$ cat config.mk
export PLATFORM = sky130hd
export DESIGN_NAME = n_input_mix_sequencer
export DESIGN_NICKNAME = d
export VERILOG_FILES = /design/src/rtl/n_input_mix_sequencer_pkg.sv /design/src/rtl/n_input_mix_sequencer_phase_timer.sv /design/src/rtl/n_input_mix_sequencer.sv
export SDC_FILE = /design/constraint.sdc
export NUM_CORES = 1
export LEC_CHECK = 0
export CAP_MARGIN = 0
export CORE_MARGIN = 5
export CORE_UTILIZATION = 40
export DETAILED_ROUTE_END_ITERATION = 16
export GPL_TIMING_DRIVEN = 0
export HOLD_SLACK_MARGIN = 0.15
export PLACE_DENSITY = 0.67
export SYNTH_ARGS = -nofsm -noshare
export SYNTH_HDL_FRONTEND = slang
export SYNTH_SLANG_ARGS = --single-unit
$ cat constraint.sdc
create_clock -name clk -period 10.1 [get_ports clk]
set_input_delay 2.02 -clock clk [delete_from_list [all_inputs] [get_ports clk]]
set_output_delay 2.02 -clock clk [all_outputs]
set_load 0.1 [all_outputs]
$ cat src/rtl/n_input_mix_sequencer_pkg.sv
// Shared state encodings and default sizing for the n-input mix sequencer.
package mix_seq_pkg;

    typedef logic [2:0] state_t;

    localparam state_t S_IDLE  = 3'd0;
    localparam state_t S_DOSE  = 3'd1;
    localparam state_t S_GAP   = 3'd2;
    localparam state_t S_MIX   = 3'd3;
    localparam state_t S_FLUSH = 3'd4;
    localparam state_t S_DONE  = 3'd5;

    localparam int unsigned DEF_N_IN    = 3;
    localparam int unsigned DEF_CNT_W   = 16;
    localparam int unsigned DEF_GAP_CYC = 4;

endpackage

$ cat src/rtl/n_input_mix_sequencer_phase_timer.sv
// Loadable saturating down-counter shared by every timed phase of the sequencer.
module phase_timer #(
    parameter int unsigned CNT_W = 16
) (
    input  logic             clk,
    input  logic             rst_n,
    input  logic             load,
    input  logic [CNT_W-1:0] load_val,
    output logic             expired
);

    logic [CNT_W-1:0] cnt;

    always_ff @(posedge clk) begin
        if (!rst_n) begin
            cnt <= '0;
        end else if (load) begin
            cnt <= load_val;
        end else if (cnt != '0) begin
            cnt <= cnt - CNT_W'(1);
        end
    end

    assign expired = (cnt == '0);

endmodule

$ cat src/rtl/n_input_mix_sequencer.sv
// Doses each enabled inlet in index order, then runs the mixer pump and flush valve.
module n_input_mix_sequencer
    import mix_seq_pkg::*;
#(
    parameter int unsigned N_IN    = DEF_N_IN,
    parameter int unsigned CNT_W   = DEF_CNT_W,
    parameter int unsigned GAP_CYC = DEF_GAP_CYC,
    localparam int unsigned IDX_W  = (N_IN > 1) ? $clog2(N_IN) : 1
) (
    input  logic                  clk,
    input  logic                  rst_n,
    input  logic                  start,
    input  logic                  abort,
    input  logic [N_IN-1:0]       in_mask,
    input  logic [N_IN*CNT_W-1:0] dose_len,
    input  logic [CNT_W-1:0]      mix_len,
    input  logic [CNT_W-1:0]      flush_len,
    output logic [N_IN-1:0]       valve_open,
    output logic                  pump_on,
    output logic                  flush_open,
    output logic                  busy,
    output logic                  done,
    output logic                  err,
    output logic [IDX_W-1:0]      cur_idx
);

    state_t                state, nxt_state;
    logic [IDX_W-1:0]      idx, nxt_idx;
    logic                  abort_flush, nxt_af;
    logic                  drop, nxt_drop;
    logic [N_IN-1:0]       mask_q;
    logic [N_IN*CNT_W-1:0] dose_q;
    logic [CNT_W-1:0]      mix_q, flush_q;

    logic                  tmr_load, tmr_expired;
    logic [CNT_W-1:0]      tmr_val;
    logic                  err_d, latch;
    logic [N_IN-1:0]       valve_d;

    logic [N_IN-1:0]       elig_in, elig_q;
    logic                  any_in, adv_next, adv_more;
    logic [IDX_W-1:0]      first_idx;
    logic [CNT_W-1:0]      first_dose, next_dose;
    int unsigned           idx_u;

    // Post-dose decision, shared by DOSE (no gap) and GAP expiry
    state_t                a_state;
    logic [IDX_W-1:0]      a_idx;
    logic                  a_load;
    logic [CNT_W-1:0]      a_val;

    phase_timer #(.CNT_W(CNT_W)) u_timer (
        .clk      (clk),
        .rst_n    (rst_n),
        .load     (tmr_load),
        .load_val (tmr_val),
        .expired  (tmr_expired)
    );

    always_comb begin
        any_in     = 1'b0;
        first_idx  = '0;
        first_dose = '0;
        adv_next   = 1'b0;
        adv_more   = 1'b0;
        next_dose  = '0;
        idx_u      = 32'(idx);
        for (int unsigned i = 0; i < N_IN; i++) begin
            elig_in[i] = in_mask[i] && (dose_len[i*CNT_W +: CNT_W] != '0);
            elig_q[i]  = mask_q[i]  && (dose_q[i*CNT_W +: CNT_W] != '0);
            if (elig_in[i] && !any_in) begin
                any_in     = 1'b1;
                first_idx  = IDX_W'(i);
                first_dose = dose_len[i*CNT_W +: CNT_W];
            end
            if (i == idx_u + 1 && elig_q[i]) begin
                adv_next  = 1'b1;
                next_dose = dose_q[i*CNT_W +: CNT_W];
            end
            if (i > idx_u + 1 && elig_q[i]) begin
                adv_more = 1'b1;
            end
        end

        // An ineligible inlet between two eligible ones costs one scan cycle in GAP
        a_idx  = '0;
        a_load = 1'b0;
        a_val  = '0;
        if (adv_next) begin
            a_state = S_DOSE;
            a_idx   = idx + IDX_W'(1);
            a_load  = 1'b1;
            a_val   = next_dose - CNT_W'(1);
        end else if (adv_more) begin
            a_state = S_GAP;
            a_idx   = idx + IDX_W'(1);
        end else if (mix_q != '0) begin
            a_state = S_MIX;
            a_load  = 1'b1;
            a_val   = mix_q - CNT_W'(1);
        end else if (flush_q != '0) begin
            a_state = S_FLUSH;
            a_load  = 1'b1;
            a_val   = flush_q - CNT_W'(1);
        end else begin
            a_state = S_DONE;
        end
    end

    always_comb begin
        nxt_state = state;
        nxt_idx   = idx;
        nxt_af    = abort_flush;
        nxt_drop  = 1'b0;
        tmr_load  = 1'b0;
        tmr_val   = '0;
        err_d     = 1'b0;
        latch     = 1'b0;
        case (state)
            S_IDLE: begin
                if (start) begin
                    latch = 1'b1;
                    if (any_in) begin
                        nxt_state = S_DOSE;
                        nxt_idx   = first_idx;
                        nxt_af    = 1'b0;
                        tmr_load  = 1'b1;
                        tmr_val   = first_dose - CNT_W'(1);
                    end else begin
                        err_d = 1'b1;
                    end
                end
            end
            S_DOSE: begin
                if (tmr_expired) begin
                    if (GAP_CYC != 0) begin
                        nxt_state = S_GAP;
                        tmr_load  = 1'b1;
                        tmr_val   = CNT_W'(GAP_CYC - 1);
                    end else begin
                        nxt_state = a_state;
                        nxt_idx   = a_idx;
                        tmr_load  = a_load;
                        tmr_val   = a_val;
                    end
                end
            end
            S_GAP: begin
                if (tmr_expired) begin
                    nxt_state = a_state;
                    nxt_idx   = a_idx;
                    tmr_load  = a_load;
                    tmr_val   = a_val;
                end
            end
            S_MIX: begin
                if (tmr_expired) begin
                    if (flush_q != '0) begin
                        nxt_state = S_FLUSH;
                        tmr_load  = 1'b1;
                        tmr_val   = flush_q - CNT_W'(1);
                    end else begin
                        nxt_state = S_DONE;
                    end
                end
            end
            S_FLUSH: begin
                if (drop) begin
                    tmr_load = 1'b1;
                    tmr_val  = flush_q - CNT_W'(1);
                end else if (tmr_expired) begin
                    nxt_state = abort_flush ? S_IDLE : S_DONE;
                    nxt_af    = 1'b0;
                end
            end
            S_DONE:  nxt_state = S_IDLE;
            default: nxt_state = S_IDLE;
        endcase

        // Abort spends one all-closed cycle in FLUSH before the flush timer is loaded
        if (abort && state != S_IDLE && state != S_DONE && !abort_flush) begin
            err_d    = 1'b1;
            tmr_load = 1'b0;
            nxt_idx  = '0;
            if (flush_q != '0) begin
                nxt_state = S_FLUSH;
                nxt_af    = 1'b1;
                nxt_drop  = 1'b1;
            end else begin
                nxt_state = S_IDLE;
                nxt_af    = 1'b0;
            end
        end

        for (int unsigned i = 0; i < N_IN; i++) begin
            valve_d[i] = (nxt_state == S_DOSE) && (i == 32'(nxt_idx));
        end
    end

    always_ff @(posedge clk) begin
        if (!rst_n) begin
            state       <= S_IDLE;
            idx         <= '0;
            abort_flush <= 1'b0;
            drop        <= 1'b0;
            mask_q      <= '0;
            dose_q      <= '0;
            mix_q       <= '0;
            flush_q     <= '0;
            valve_open  <= '0;
            pump_on     <= 1'b0;
            flush_open  <= 1'b0;
            busy        <= 1'b0;
            done        <= 1'b0;
            err         <= 1'b0;
            cur_idx     <= '0;
        end else begin
            state       <= nxt_state;
            idx         <= nxt_idx;
            abort_flush <= nxt_af;
            drop        <= nxt_drop;
            if (latch) begin
                mask_q  <= in_mask;
                dose_q  <= dose_len;
                mix_q   <= mix_len;
                flush_q <= flush_len;
            end
            valve_open  <= valve_d;
            pump_on     <= (nxt_state == S_MIX);
            flush_open  <= (nxt_state == S_FLUSH) && !nxt_drop;
            busy        <= (nxt_state != S_IDLE) && (nxt_state != S_DONE);
            done        <= (nxt_state == S_DONE);
            err         <= err_d;
            cur_idx     <= (nxt_state == S_DOSE) ? nxt_idx : '0;
        end
    end

endmodule
# Word-level counts from Yosys, hierarchy flattened
# Index checks and enable logic that the tools add are counted.
dict set report word_totals {
  reg_bits 116
  latchBits 0
  mem_bits_rw 0
  rom_bits 0
  inputBits 87
  out_inout_bits 10
  word_cells 166
  mem_count 0
}
dict set report op_classes {
  addsub 7
  multipliers 0
  div 0
  n_lt_le_gt_ge 3
  eq_ne 18
  n_shift 0
  n_mux 77
  n_bitwise 0
  reduce_logical 45
}
# op count
set ops {}
lappend ops {{16-bit two-way mux} 17}
lappend ops {{16-bit nonzero test} 9}
lappend ops {{16-bit case mux with 5 select lines} 1}
lappend ops {{16-bit by 1-bit subtractor with 16-bit output (second input constant)} 5}
lappend ops {{1-bit by 32-bit greater-than comparator with 1-bit output (first input constant)} 2}
lappend ops {{3-bit two-way mux} 13}
lappend ops {{1-bit two-way mux} 34}
lappend ops {{1-bit by 32-bit == test with 1-bit output (first input constant)} 1}
lappend ops {{2-bit by 32-bit == test with 1-bit output (first input constant)} 1}
lappend ops {{32-bit logical NOT} 1}
lappend ops {{1-bit logical AND} 22}
lappend ops {{3-bit inequality test (second input constant)} 6}
lappend ops {{16-bit logical NOT} 1}
lappend ops {{2-bit two-way mux} 8}
lappend ops {{3-bit case mux with 5 select lines} 1}
lappend ops {{3-bit by 2-bit == test with 1-bit output (second input constant)} 3}
lappend ops {{3-bit == test (second input constant)} 3}
lappend ops {{3-bit nonzero test} 3}
lappend ops {{3-bit by 1-bit == test with 1-bit output (second input constant)} 2}
lappend ops {{1-bit case mux with 5 select lines} 1}
lappend ops {{5-bit AND reduction} 1}
lappend ops {{1-bit logical NOT} 4}
lappend ops {{2-bit case mux with 2 select lines} 1}
lappend ops {{2-bit by 1-bit adder with 3-bit output (second input constant)} 1}
lappend ops {{other kinds (9)} 9}

# Longest topological paths before layout
# Gate-level depths: netlist of the first run.
dict set report logic_depth {
  depth_word 15
  mapped_depth 16
  ltp_nobuf 14
}

# By module
# A second synthesis of the first run with hierarchy kept.
dict set report unflattened {
  cells_unflattened 1037
  area_unflattened_um2 7704.9
}
# module instances cells_per_inst area_per_inst_um2 seq_area_each_um2
set modules_own_cells {}
lappend modules_own_cells {n_input_mix_sequencer 1 921 6765.2 2001.9}
lappend modules_own_cells {phase_timer 1 116 939.7 320.3}

# Worst setup path before layout of the first run
# Ideal clock, no wire load.
dict set report synth_timing {
  path_type {input-to-reg}
  from {input dose_len[8]}
  to {register u_timer.cnt[14]}
  setup_time_ps 86
  arrival_time_ps 4854
  t_required_ps 10014
  setup_slack_ps 5160
  stages 13
  path_buffers 1
  cell_sequence {or4_4 > o41ai_4 > buf_6 > o211ai_1 > nand2_1 > ha_1 > inv_1 > a221oi_1 > nand4_1 > nor3_1 > xor2_1 > a21oi_1 > a221oi_2}
}
dict set report synth_between {
  elab_chain_len 14
  word_cells_on_any_way 22
  classes_between {1 x add/sub; 14 x mux; 7 x reduce/logical}
}
# element line_no
set synth_rtl {}
lappend synth_rtl {{from (decl)} n_input_mix_sequencer.sv:15} ;# input logic [N_IN*CNT_W-1:0] dose_len,
lappend synth_rtl {{16-bit nonzero test} n_input_mix_sequencer.sv:69} ;# elig_in[i] = in_mask[i] && (dose_len[i*CNT_W +: CNT_W] != '0);
lappend synth_rtl {{1-bit logical AND} n_input_mix_sequencer.sv:69}
lappend synth_rtl {{1-bit two-way mux} n_input_mix_sequencer.sv:71} ;# if (elig_in[i] && !any_in) begin
lappend synth_rtl {{1-bit logical NOT} n_input_mix_sequencer.sv:71}
lappend synth_rtl {{1-bit logical AND} n_input_mix_sequencer.sv:71}
lappend synth_rtl {{1-bit two-way mux} n_input_mix_sequencer.sv:71}
lappend synth_rtl {{1-bit logical NOT} n_input_mix_sequencer.sv:71}
lappend synth_rtl {{1-bit logical AND} n_input_mix_sequencer.sv:71}
lappend synth_rtl {{16-bit two-way mux / 1-bit two-way mux (equally long branches)} n_input_mix_sequencer.sv:71}
lappend synth_rtl {{16-bit by 1-bit subtractor with 16-bit output / 1-bit two-way mux (equally long branches)} {n_input_mix_sequencer.sv:128, n_input_mix_sequencer.sv:123}}
lappend synth_rtl {{16-bit two-way mux / 1-bit two-way mux (equally long branches)} {n_input_mix_sequencer.sv:123, n_input_mix_sequencer.sv:121}}
lappend synth_rtl {{16-bit two-way mux / 1-bit case mux with 5 select lines (equally long branches)} {n_input_mix_sequencer.sv:121, n_input_mix_sequencer.sv:119}}
lappend synth_rtl {{16-bit case mux with 5 select lines / 1-bit two-way mux (equally long branches)} {n_input_mix_sequencer.sv:119, n_input_mix_sequencer.sv:181}}
lappend synth_rtl {{16-bit two-way mux / 2-bit nonzero test (equally long branches)} n/a}
lappend synth_rtl {{to (signal assigned)} n_input_mix_sequencer_phase_timer.sv:18} ;# cnt <= load_val;
lappend synth_rtl {{to (signal assigned)} n_input_mix_sequencer_phase_timer.sv:20} ;# cnt <= cnt - CNT_W'(1);
lappend synth_rtl {{to (decl)} n_input_mix_sequencer_phase_timer.sv:12} ;# logic [CNT_W-1:0] cnt;
# Several ways; a longest one is shown, not always the timed one.
# A chain may end at the register's enable or synchronous reset.

# Final worst setup path of the first run
dict set report layout_timing {
  from {input dose_len[9]}
  to {register u_timer.cnt[12]}
}
# The elaborated chain is that of the path after synthesis.

==> results of run 1 <==
-- worst max-delay path, cell delays in order --
cell and delay [ns]:
clkdlybuf4s50_1 0.49, or4_4 0.57, o41ai_4 0.54, buf_6 0.20
o211ai_1 0.15, nand2_1 0.19, ha_1 0.17, inv_1 0.06
a221oi_1 0.51, nand4_1 0.28, nor2_1 0.19, xnor2_1 0.08
a211oi_1 0.51, a221oi_1 0.17
-- sequential cells by signal, indices dropped and copies added, names as in the netlist --
signal and count:
drop 1, valve_open 3, state 3, err 1
flush_q 16, mask_q 3, done 1, cur_idx 2
u_timer.cnt 16, busy 1, mix_q 16, dose_q 48
flush_open 1, pump_on 1, idx 2, abort_flush 1
-- layout by cell type (no fill, tap or decap), types with 25 or more instances in the layout --
cell type and count:
xnor2_1 33, clkdlybuf4s50_1 94, xor2_1 26, dfxtp_1 116
nor2_1 56, clkbuf_1 44, nor3_1 33, a21oi_1 112
o211ai_1 25, nand2_1 266
-- worst max path at each step --
stage / depth (start not counted) / endpoint / slack [ns]
global route: 14 / u_timer.cnt[12]$_SDFFE_PN0P_ / 3.91
detailed placement: 14 / u_timer.cnt[12]$_SDFFE_PN0P_ / 3.97
CTS: 14 / u_timer.cnt[12]$_SDFFE_PN0P_ / 4.42
finish: 14 / u_timer.cnt[12]$_SDFFE_PN0P_ / 4.26
global placement: 14 / u_timer.cnt[12]$_SDFFE_PN0P_ / 4.01
floorplan: 13 / u_timer.cnt[14]$_SDFFE_PN0P_ / 5.16
-- power breakdown --
| group | internal [mW] | switching (mW) | total [mW] | leakage, nW |
|---|---|---|---|---|
| Combinational | 0.273 | 0.442 | 0.715 | 2.12 |
| Sequential | 0.532 | 0.0824 | 0.614 | 0.953 |
| Clock | 0.398 | 0.239 | 0.638 | 0.288 |
| Total | 1.20 | 0.764 | 1.97 | 3.36 |
-- stage by stage --
step / util (%) / area, um^2 / cells
6_report: 51.01 / 9225 / 1376
5_1_grt: 51.01 / 9225 / 1376
4_1_cts: 51.01 / 9225 / 1376
3_5_place_dp: 47.60 / 8610 / 1344
3_3_place_gp: 47.60 / 8610 / 1344
2_1_floorplan: - / 7382 / 1021
-- routing by layer --
metal  wire length [um]  global-route usage, %
met1              12460                  35.73
met2              12090                  38.80
met3               2300                  5.357
met4                490                  7.360
met5                  0                      0
-- logic make-up after synthesis --
group / Yosys count
AO/OA/AOI/OAI: 268
XOR/XNOR: 59
adder cells (fa/ha/maj): 12
buffers and inverters: 76
flip-flops: 116
multiplexers: 5
AND/OR/NAND/NOR: 485
-- final cells by class --
cell class / instances / area share (%)
Inverter: 19 / 0.7731
Sequential cell: 116 / 25.17
Timing Repair Buffer: 94 / 10.20
Buffer: 57 / 2.767
Tap cell: 229 / 3.106
Clock inverter: 13 / 1.872
Clock buffer: 19 / 4.801
Multi-Input combinational cell: 829 / 51.31
==> impl_metrics.yaml, run 1 <==
floorplanning:
  die-width_um: 145.9
  die_height_um: 145.9
  core_area_um2: 18090
  die_area_um2: 21270
  ioPinCount: 97
  placementRows: 49
  start_util_pct: 40.82
setup_path:
  reg2reg_path_depth: 13
  timing.critical_path.required_ns: 10.38
  worst_setup_path_end_kind: "flip-flop"
  rrSetupSlack_ns: 6.07
  worst_setup_startpoint: "dose_len[9]"
  worstReg2RegStart: "dose_q[36]$_SDFFE_PN0P_"
  worst-setup-path-type: "in2reg"
  worst_r2r_endpoint: "u_timer.cnt[8]$_SDFFE_PN0P_"
  worstPathArrival_ns: 6.12
  critical_path.max_fanout: 10
  setup.worst_path.start_class: "input port"
clock_tree:
  cts_hold_buffers: 0
  root_buffer: "clkbuf_16"
  cts.path.max_buffers: 2
  cts_post_setup_buffers_inserted: 0
  clock_sink_count: 116
  clkTransAtPathRegs_ns: 0.06
  post_cts.resized_instances: 0
  htree_num_levels: 4
  tritoncts: "done"
  clock_insertion_delay_worst_skew_ns: 0.43
  tritoncts.num_buffers: 17
placement:
  final_hpwl_dp_um: 21750
  pre_cts_slack_ns: 3.974
  gp_congestion: 0.9734
  port-buffer-count: 94
timing:
  setup_ws_ns: 4.258
  tns_ns: 0
  timing.hold.ws_ns: 0.4765
  part_of_the_cycle_the_worst_path_needs_pct: 57.85
  max_freq_ghz: 0.1712
  post-route-min-period_ns: 5.842
  tightestPinTransition_ns: 1.114
  grt_setup_unrepaired: "no"
  finClkSkew_ns: 0.007784
  timing.max_slew.rel_slack_pct: 25.16
  finalHoldViolations: 0
  setup_viol_count_final: 0
  number_of_max_slew_violations_in_the_final_report: 0
power_and_ir_drop:
  static-leakage-power_nw: 3.359
  total_power_mw: 1.967
  ir_drop_mv: 0.1207
  pwr_density_cell_nw_per_um2: 213.2
drt:
  detailroute.via_count: 8129
  drt.antenna.violating_nets: 0
  drc: 0
  detail_route.first_pass.iterations: 5
  initial_drc_count: 870
  drt-vias-per-instance: 5.908
  routed_wirelength_um: 27350
  routedWlPerCell_um: 19.87
finish:
  insertedDiodeCount: 0
  multi_input_gate_area_um2: 4733
  drive_gt1_share_pct: 6.539
  fill_cells: 1803
  layout-area-overhead-vs-synth_pct: 24.97
  register_area_um2: 2322
  final_nets: 1233
global_route:
  initial_antenna_violation_count: 0
  first_pass_grt_wire_length_um: 42250
  grt_remaining_overflow: 0
  grt_start_max_net_pins: 17
  number_of_global_route_vias_before_repair: 7490
  global_route.usage.total_pct: 25.27
synthesis:
  netlist.area_leader.share_pct: 31.46
  yosys.cell_count.top_type: "nand2_1"
  synth_fa_ha_area_share_pct: 2.034
  synth_top_cell_by_area: "dfxtp_1"
  synth_top_family_by_area: "simple AND/OR/NAND/NOR gates"
  post_synth_mux_area_share_pct: 0.7119
  post_synth.cell_area_avg_um2: 7.230
  yosysWarningCount: 0
  synth_cell_type_count: 81
  area_fraction_in_compound_gates_after_synthesis_pct: 23.64
  synth_area_leaders: "dfxtp_1 (31%), nand2_1 (14%), a21oi_1 (7.6%)"
  synthFlopType: "dfxtp_1"
  mappedNetlistNets: 1120
  synthesis.area_um2: 7382
  synth_xor_area_share_pct: 7.000
  syn-instance-count: 1021
  fraction_of_the_yosys_area_taken_by_sequential_cells_pct: 31.46
  synth-simple-area-share_pct: 30.73
  synth_enable_flop_cells: 0
  ys_seq_elements: 116
  async_s_r_ff_share_synth_pct: 0
  post_synth_most_frequent_cells: "nand2_1 (266), dfxtp_1 (116), a21oi_1 (112)"
outcome:
  outcome: "completed"
hold_path:
  min_delay_path_depth: 2
  hold_path_class: "reg2reg"
  worstHoldEndpoint: "mask_q[0]$_SDFFE_PN0P_"
  hold_path.startpoint: "mask_q[0]$_SDFFE_PN0P_"
job:
  max_cap_viol_count: 0
Note: power is estimated with default switching activity, not from simulation.
==> run 2, diff against run 1 <==
Settings changed: PLACE_DENSITY 0.67 to 0.69.
Clock period 10.1 ns to 5.1 ns, I/O delays scaled along.
==> impl_metrics.yaml, run 2 (synthesis gave the netlist of run 1 again) <==
finish:
  multi_input_gate_area_um2: 4733
  final_cell_mix: "nand2_1 (266), dfxtp_1 (116), a21oi_1 (112)"
  layout-area-overhead-vs-synth_pct: 25.03
  insertedDiodeCount: 0
  final_cells: 1376
  fill_cells: 1796
  leading_cell_type_in_the_layout_fill_and_taps_excluded: "nand2_1"
  drive_gt1_share_pct: 6.190
  register_area_um2: 2322
  final_nets: 1233
  largest_reg_flops: 48
  top_register: "dose_q"
  finalCoreUtilization_pct: 51.03
clock_tree:
  post_cts.resized_instances: 0
  cts.path.max_buffers: 2
  cts_hold_buffers: 0
  htree_num_levels: 4
  tritoncts.num_buffers: 17
  tritoncts: "done"
  clock_sink_count: 116
  root_buffer: "clkbuf_16"
  cts_post_setup_buffers_inserted: 0
  clkTransAtPathRegs_ns: 0.06
  clock_insertion_delay_worst_skew_ns: 0.42
drt:
  routedWlPerCell_um: 19.81
  drc: 0
  detail_route.first_pass.iterations: 8
  drt.antenna.violating_nets: 0
  initial_drc_count: 919
  routed_wirelength_um: 27260
  drt-vias-per-instance: 5.880
  detailroute.via_count: 8091
power_and_ir_drop:
  static-leakage-power_nw: 3.366
  pwr_density_cell_nw_per_um2: 423.2
  ir_drop_mv: 0.2405
global_route:
  initial_antenna_violation_count: 0
  global_route.usage.total_pct: 24.78
  grt_start_max_net_pins: 17
  first_pass_grt_wire_length_um: 41740
  grt_remaining_overflow: 0
  number_of_global_route_vias_before_repair: 7562
timing:
  finalHoldViolations: 0
  max_freq_ghz: 0.2090
  tightestPinTransition_ns: 1.199
  tns_ns: 0
  grt_setup_unrepaired: "no"
  timing.hold.ws_ns: 0.4807
  part_of_the_cycle_the_worst_path_needs_pct: 93.80
  finClkSkew_ns: 0.01092
  number_of_max_slew_violations_in_the_final_report: 0
  timing.max_slew.rel_slack_pct: 19.48
  post-route-min-period_ns: 4.784
  setup_ws_ns: 0.3164
  setup_viol_count_final: 0
placement:
  port-buffer-count: 94
  pre_cts_slack_ns: -0.02838
  gp_congestion: 1.005
  place_inst: 1344
  final_hpwl_dp_um: 21390
floorplanning:
  core_area_um2: 18090
  ioPinCount: 97
  die_area_um2: 21270
  placementRows: 49
  die-width_um: 145.9
  die_height_um: 145.9
  start_util_pct: 40.82
setup_path:
  critical_path.max_fanout: 10
  setup.worst_path.end: "u_timer.cnt[12]$_SDFFE_PN0P_"
  rrSetupSlack_ns: 1.06
  worst-setup-path-type: "in2reg"
  worstPathArrival_ns: 5.06
  setup.worst_path.start_class: "input port"
  reg2reg_path_depth: 13
  worst_setup_startpoint: "dose_len[8]"
  worstReg2RegStart: "dose_q[36]$_SDFFE_PN0P_"
  timing.critical_path.required_ns: 5.38
  worst_r2r_endpoint: "u_timer.cnt[8]$_SDFFE_PN0P_"
  worst_setup_path_end_kind: "flip-flop"
job:
  max_cap_viol_count: 0
hold_path:
  hold_path_class: "reg2reg"
outcome:
  outcome: "completed"
[run 2: changes by cell type in the layout (fill, tap and decap cells not counted)]
cell,delta
inv_6,-5
clkbuf_1,+4
clkinv_2,+1
bufinv_16,+1
clkbuf_8,+1
clkinvlp_4,-2
[run 2: area by class of cell]
class | instances | share of cell area, %
Sequential cell | 116 | 25.16
Clock buffer | 24 | 5.110
Multi-Input combinational cell | 829 | 51.28
Clock inverter | 8 | 1.613
Inverter | 19 | 0.7727
Tap cell | 229 | 3.104
Buffer | 57 | 2.765
Timing Repair Buffer | 94 | 10.19
[run 2: power by group]
group          total, mW  leakage (nW)  internal [mW]  switching (mW)
combinational       1.41          2.12          0.541           0.872
sequential          1.21         0.953           1.05           0.158
clock               1.28         0.295          0.843           0.439
total               3.91          3.37           2.44            1.47
[run 2: per-stage QoR]
stage,instance area [um^2],power [mW]
finish,9230,3.907
global route,9230,4.107
CTS,9230,3.882
detailed placement,8610,2.603
global placement,8610,2.590
floorplan,7382,2.172
[run 2: worst min-delay path by stage]
| stage | from | to | slack (ns) | cells after the start |
|---|---|---|---|---|
| 2_1_floorplan | mask_q[0]$_SDFFE_PN0P_ | mask_q[0]$_SDFFE_PN0P_ | 0.43 | 2 |
| 3_3_place_gp | mix_q[9]$_SDFFE_PN0P_ | mix_q[9]$_SDFFE_PN0P_ | 0.46 | 2 |
| 3_5_place_dp | dose_q[29]$_SDFFE_PN0P_ | dose_q[29]$_SDFFE_PN0P_ | 0.47 | 2 |
| 4_1_cts | flush_q[6]$_SDFFE_PN0P_ | flush_q[6]$_SDFFE_PN0P_ | 0.48 | 2 |
| 5_1_grt | flush_q[6]$_SDFFE_PN0P_ | flush_q[6]$_SDFFE_PN0P_ | 0.50 | 2 |
| 6_report | flush_q[6]$_SDFFE_PN0P_ | flush_q[6]$_SDFFE_PN0P_ | 0.48 | 2 |
[run 2: metal layers]
layer	GRT usage [%]	wire length (um)
met1	33.47	11910
met2	38.06	11870
met3	6.322	2614
met4	9.449	869
met5	0	0
[run 2: worst max-delay path, stage by stage]
cell and delay (ns):
clkdlybuf4s50_1 0.49, or4_4 0.58, o41ai_4 0.53, buf_6 0.20
o211ai_1 0.14, nand2_1 0.19, ha_1 0.17, inv_1 0.06
a221oi_1 0.46, nand4_1 0.30, nor2_1 0.22, xnor2_1 0.08
a211oi_1 0.45, a221oi_1 0.17
==> run 3, diff against run 2 <==
Settings changed: CORE_UTILIZATION 40 to 51, PLACE_DENSITY 0.69 to 0.84.
==> impl_metrics.yaml, run 3 (synthesis gave the netlist of run 1 again) <==
setup_path:
  worstPathCellList: "clkdlybuf4s50_1 -> or4_4 -> o41ai_4 -> buf_6 -> o211ai_1 -> nand2_1 -> ha_1 -> inv_1 -> a221oi_1 -> nand4_1 -> nor2_1 -> xnor2_1 -> a211oi_1 -> a221oi_1"
  critical_path.top_delay_family: "compound AO/OA/AOI/OAI gates"
  most_numerous_cell_on_the_critical_path: "a221oi_1"
  rrSetupSlack_ns: 1.09
  worst_r2r_endpoint: "u_timer.cnt[8]$_SDFFE_PN0P_"
  worstPathArrival_ns: 5.08
  slowest_stage: "or4_4"
  critPathMaxStageDelay_ns: 0.58
  critical_path.max_fanout: 10
  reg2reg_path_depth: 13
  worstReg2RegStart: "dose_q[36]$_SDFFE_PN0P_"
  worst_setup_path_end_kind: "flip-flop"
  setup.worst_path.start_class: "input port"
  worst-setup-path-type: "in2reg"
  timing.critical_path.required_ns: 5.37
  timing.critical_path.buf_inv: 3
placement:
  gp_congestion: 1.044
  port-buffer-count: 94
  placedInstanceArea_um2: 8553
  final_hpwl_dp_um: 20660
drt:
  drc: 0
  routedWlPerCell_um: 19.71
  detailroute.via_count: 8274
  detail_route.first_pass.iterations: 7
  drt.antenna.violating_nets: 0
  routed_wirelength_um: 26240
  drt-vias-per-instance: 6.216
  initial_drc_count: 1111
finish:
  layout-area-overhead-vs-synth_pct: 23.58
  final_cell_mix: "nand2_1 (266), dfxtp_1 (116), a21oi_1 (112)"
  largest_reg_flops: 48
  layout.cell_area.non_filler_um2: 9123
  leading_cell_type_in_the_layout_fill_and_taps_excluded: "nand2_1"
  drive_gt1_share_pct: 6.364
  final_nets: 1233
  finalCoreUtilization_pct: 63.49
  insertedDiodeCount: 0
  top_register: "dose_q"
power_and_ir_drop:
  static-leakage-power_nw: 3.342
  total_power_mw: 3.792
  pwr_density_cell_nw_per_um2: 415.6
  ir_drop_mv: 0.2528
floorplanning:
  placementRows: 44
  die_height_um: 130.3
  ioPinCount: 97
  core_area_um2: 14370
  die_area_um2: 16980
  die-width_um: 130.3
  start_util_pct: 51.38
global_route:
  first_pass_grt_wire_length_um: 40790
  grt_start_max_net_pins: 17
  grt_remaining_overflow: 0
  global_route.usage.total_pct: 31.13
  number_of_global_route_vias_before_repair: 7510
  initial_antenna_violation_count: 0
clock_tree:
  clock_insertion_delay_worst_skew_ns: 0.42
  tritoncts.num_buffers: 17
  clkTransAtPathRegs_ns: 0.05
  cts.path.max_buffers: 2
  cts_hold_buffers: 0
  clock_sink_count: 116
  post_cts.resized_instances: 0
  root_buffer: "clkbuf_16"
  htree_num_levels: 4
  cts_post_setup_buffers_inserted: 0
  tritoncts: "done"
timing:
  grt_setup_unrepaired: "no"
  max_freq_ghz: 0.2075
  number_of_max_slew_violations_in_the_final_report: 0
  tightestPinTransition_ns: 1.124
  timing.hold.ws_ns: 0.4760
  tns_ns: 0
  finClkSkew_ns: 0.009339
  post-route-min-period_ns: 4.818
  finalHoldViolations: 0
  setup_viol_count_final: 0
  timing.max_slew.rel_slack_pct: 24.51
  part_of_the_cycle_the_worst_path_needs_pct: 94.48
outcome:
  outcome: "completed"
job:
  max_cap_viol_count: 0
hold_path:
  worstHoldEndpoint: "dose_q[20]$_SDFFE_PN0P_"
  min_delay_path_depth: 2
  hold_path_class: "reg2reg"
  hold_path.startpoint: "dose_q[20]$_SDFFE_PN0P_"
## run 3: cell types whose count changed in the layout (fill, tap and decap cells not counted)
| cell | before | now |
|---|---|---|
| bufinv_16 | 4 | 2 |
| clkinv_4 | 1 | 3 |
| inv_6 | 0 | 1 |
| clkbuf_8 | 2 | 0 |
| clkinvlp_4 | 2 | 3 |
| clkinv_2 | 1 | 3 |
| clkbuf_1 | 48 | 46 |
## run 3: tightest hold or removal path: stages, from the launching register on
cell and delay, ns:
dfxtp_1 0.32, nand2_1 0.05, a21oi_1 0.05
## run 3: power breakdown
| part | switching (mW) | total (mW) | internal, mW |
|---|---|---|---|
| Clock | 0.439 | 1.16 | 0.718 |
| Combinational | 0.885 | 1.43 | 0.542 |
| Sequential | 0.155 | 1.21 | 1.05 |
| Total | 1.48 | 3.79 | 2.31 |
## run 3: through the flow
| step | worst slack, ns | instances |
|---|---|---|
| 6_report | 0.2816 | 1331 |
| 3_5_place_dp | -0.1070 | 1299 |
| 2_1_floorplan | 1.160 | 1021 |
| 3_3_place_gp | -0.001817 | 1299 |
| 4_1_cts | 0.3248 | 1331 |
| 5_1_grt | 0.1372 | 1331 |
## run 3: area by class of cell
type	count	area (um^2)
Tap cell	184	230.2
Buffer	57	255.2
Clock inverter	12	132.6
Inverter	19	71.32
Sequential cell	116	2322
Fill cell	1298	5246
Clock buffer	20	436.7
Timing Repair Buffer	94	940.9
Multi-Input combinational cell	829	4733
## run 3: how the worst max path moves through the flow
stage / slack [ns] / end / cells past startpoint / startpoint
finish: 0.28 / u_timer.cnt[12]$_SDFFE_PN0P_ / 14 / dose_len[8]
global route: 0.14 / u_timer.cnt[14]$_SDFFE_PN0P_ / 14 / dose_len[8]
CTS: 0.32 / u_timer.cnt[12]$_SDFFE_PN0P_ / 14 / dose_len[8]
detailed placement: -0.11 / u_timer.cnt[12]$_SDFFE_PN0P_ / 14 / dose_len[8]
global placement: -0.002 / u_timer.cnt[12]$_SDFFE_PN0P_ / 14 / dose_len[8]
floorplan: 1.16 / u_timer.cnt[14]$_SDFFE_PN0P_ / 13 / dose_len[8]
## run 3: routing by layer
| layer | up-vias | track usage [%] | share of wire (%) |
|---|---|---|---|
| met5 | - | 0 | 0 |
| met4 | 0 | 8.252 | 2.1 |
| met3 | 54 | 8.964 | 11 |
| met2 | 458 | 48.49 | 45 |
| met1 | 3878 | 42.39 | 42 |
| li1 | 3884 | - | - |
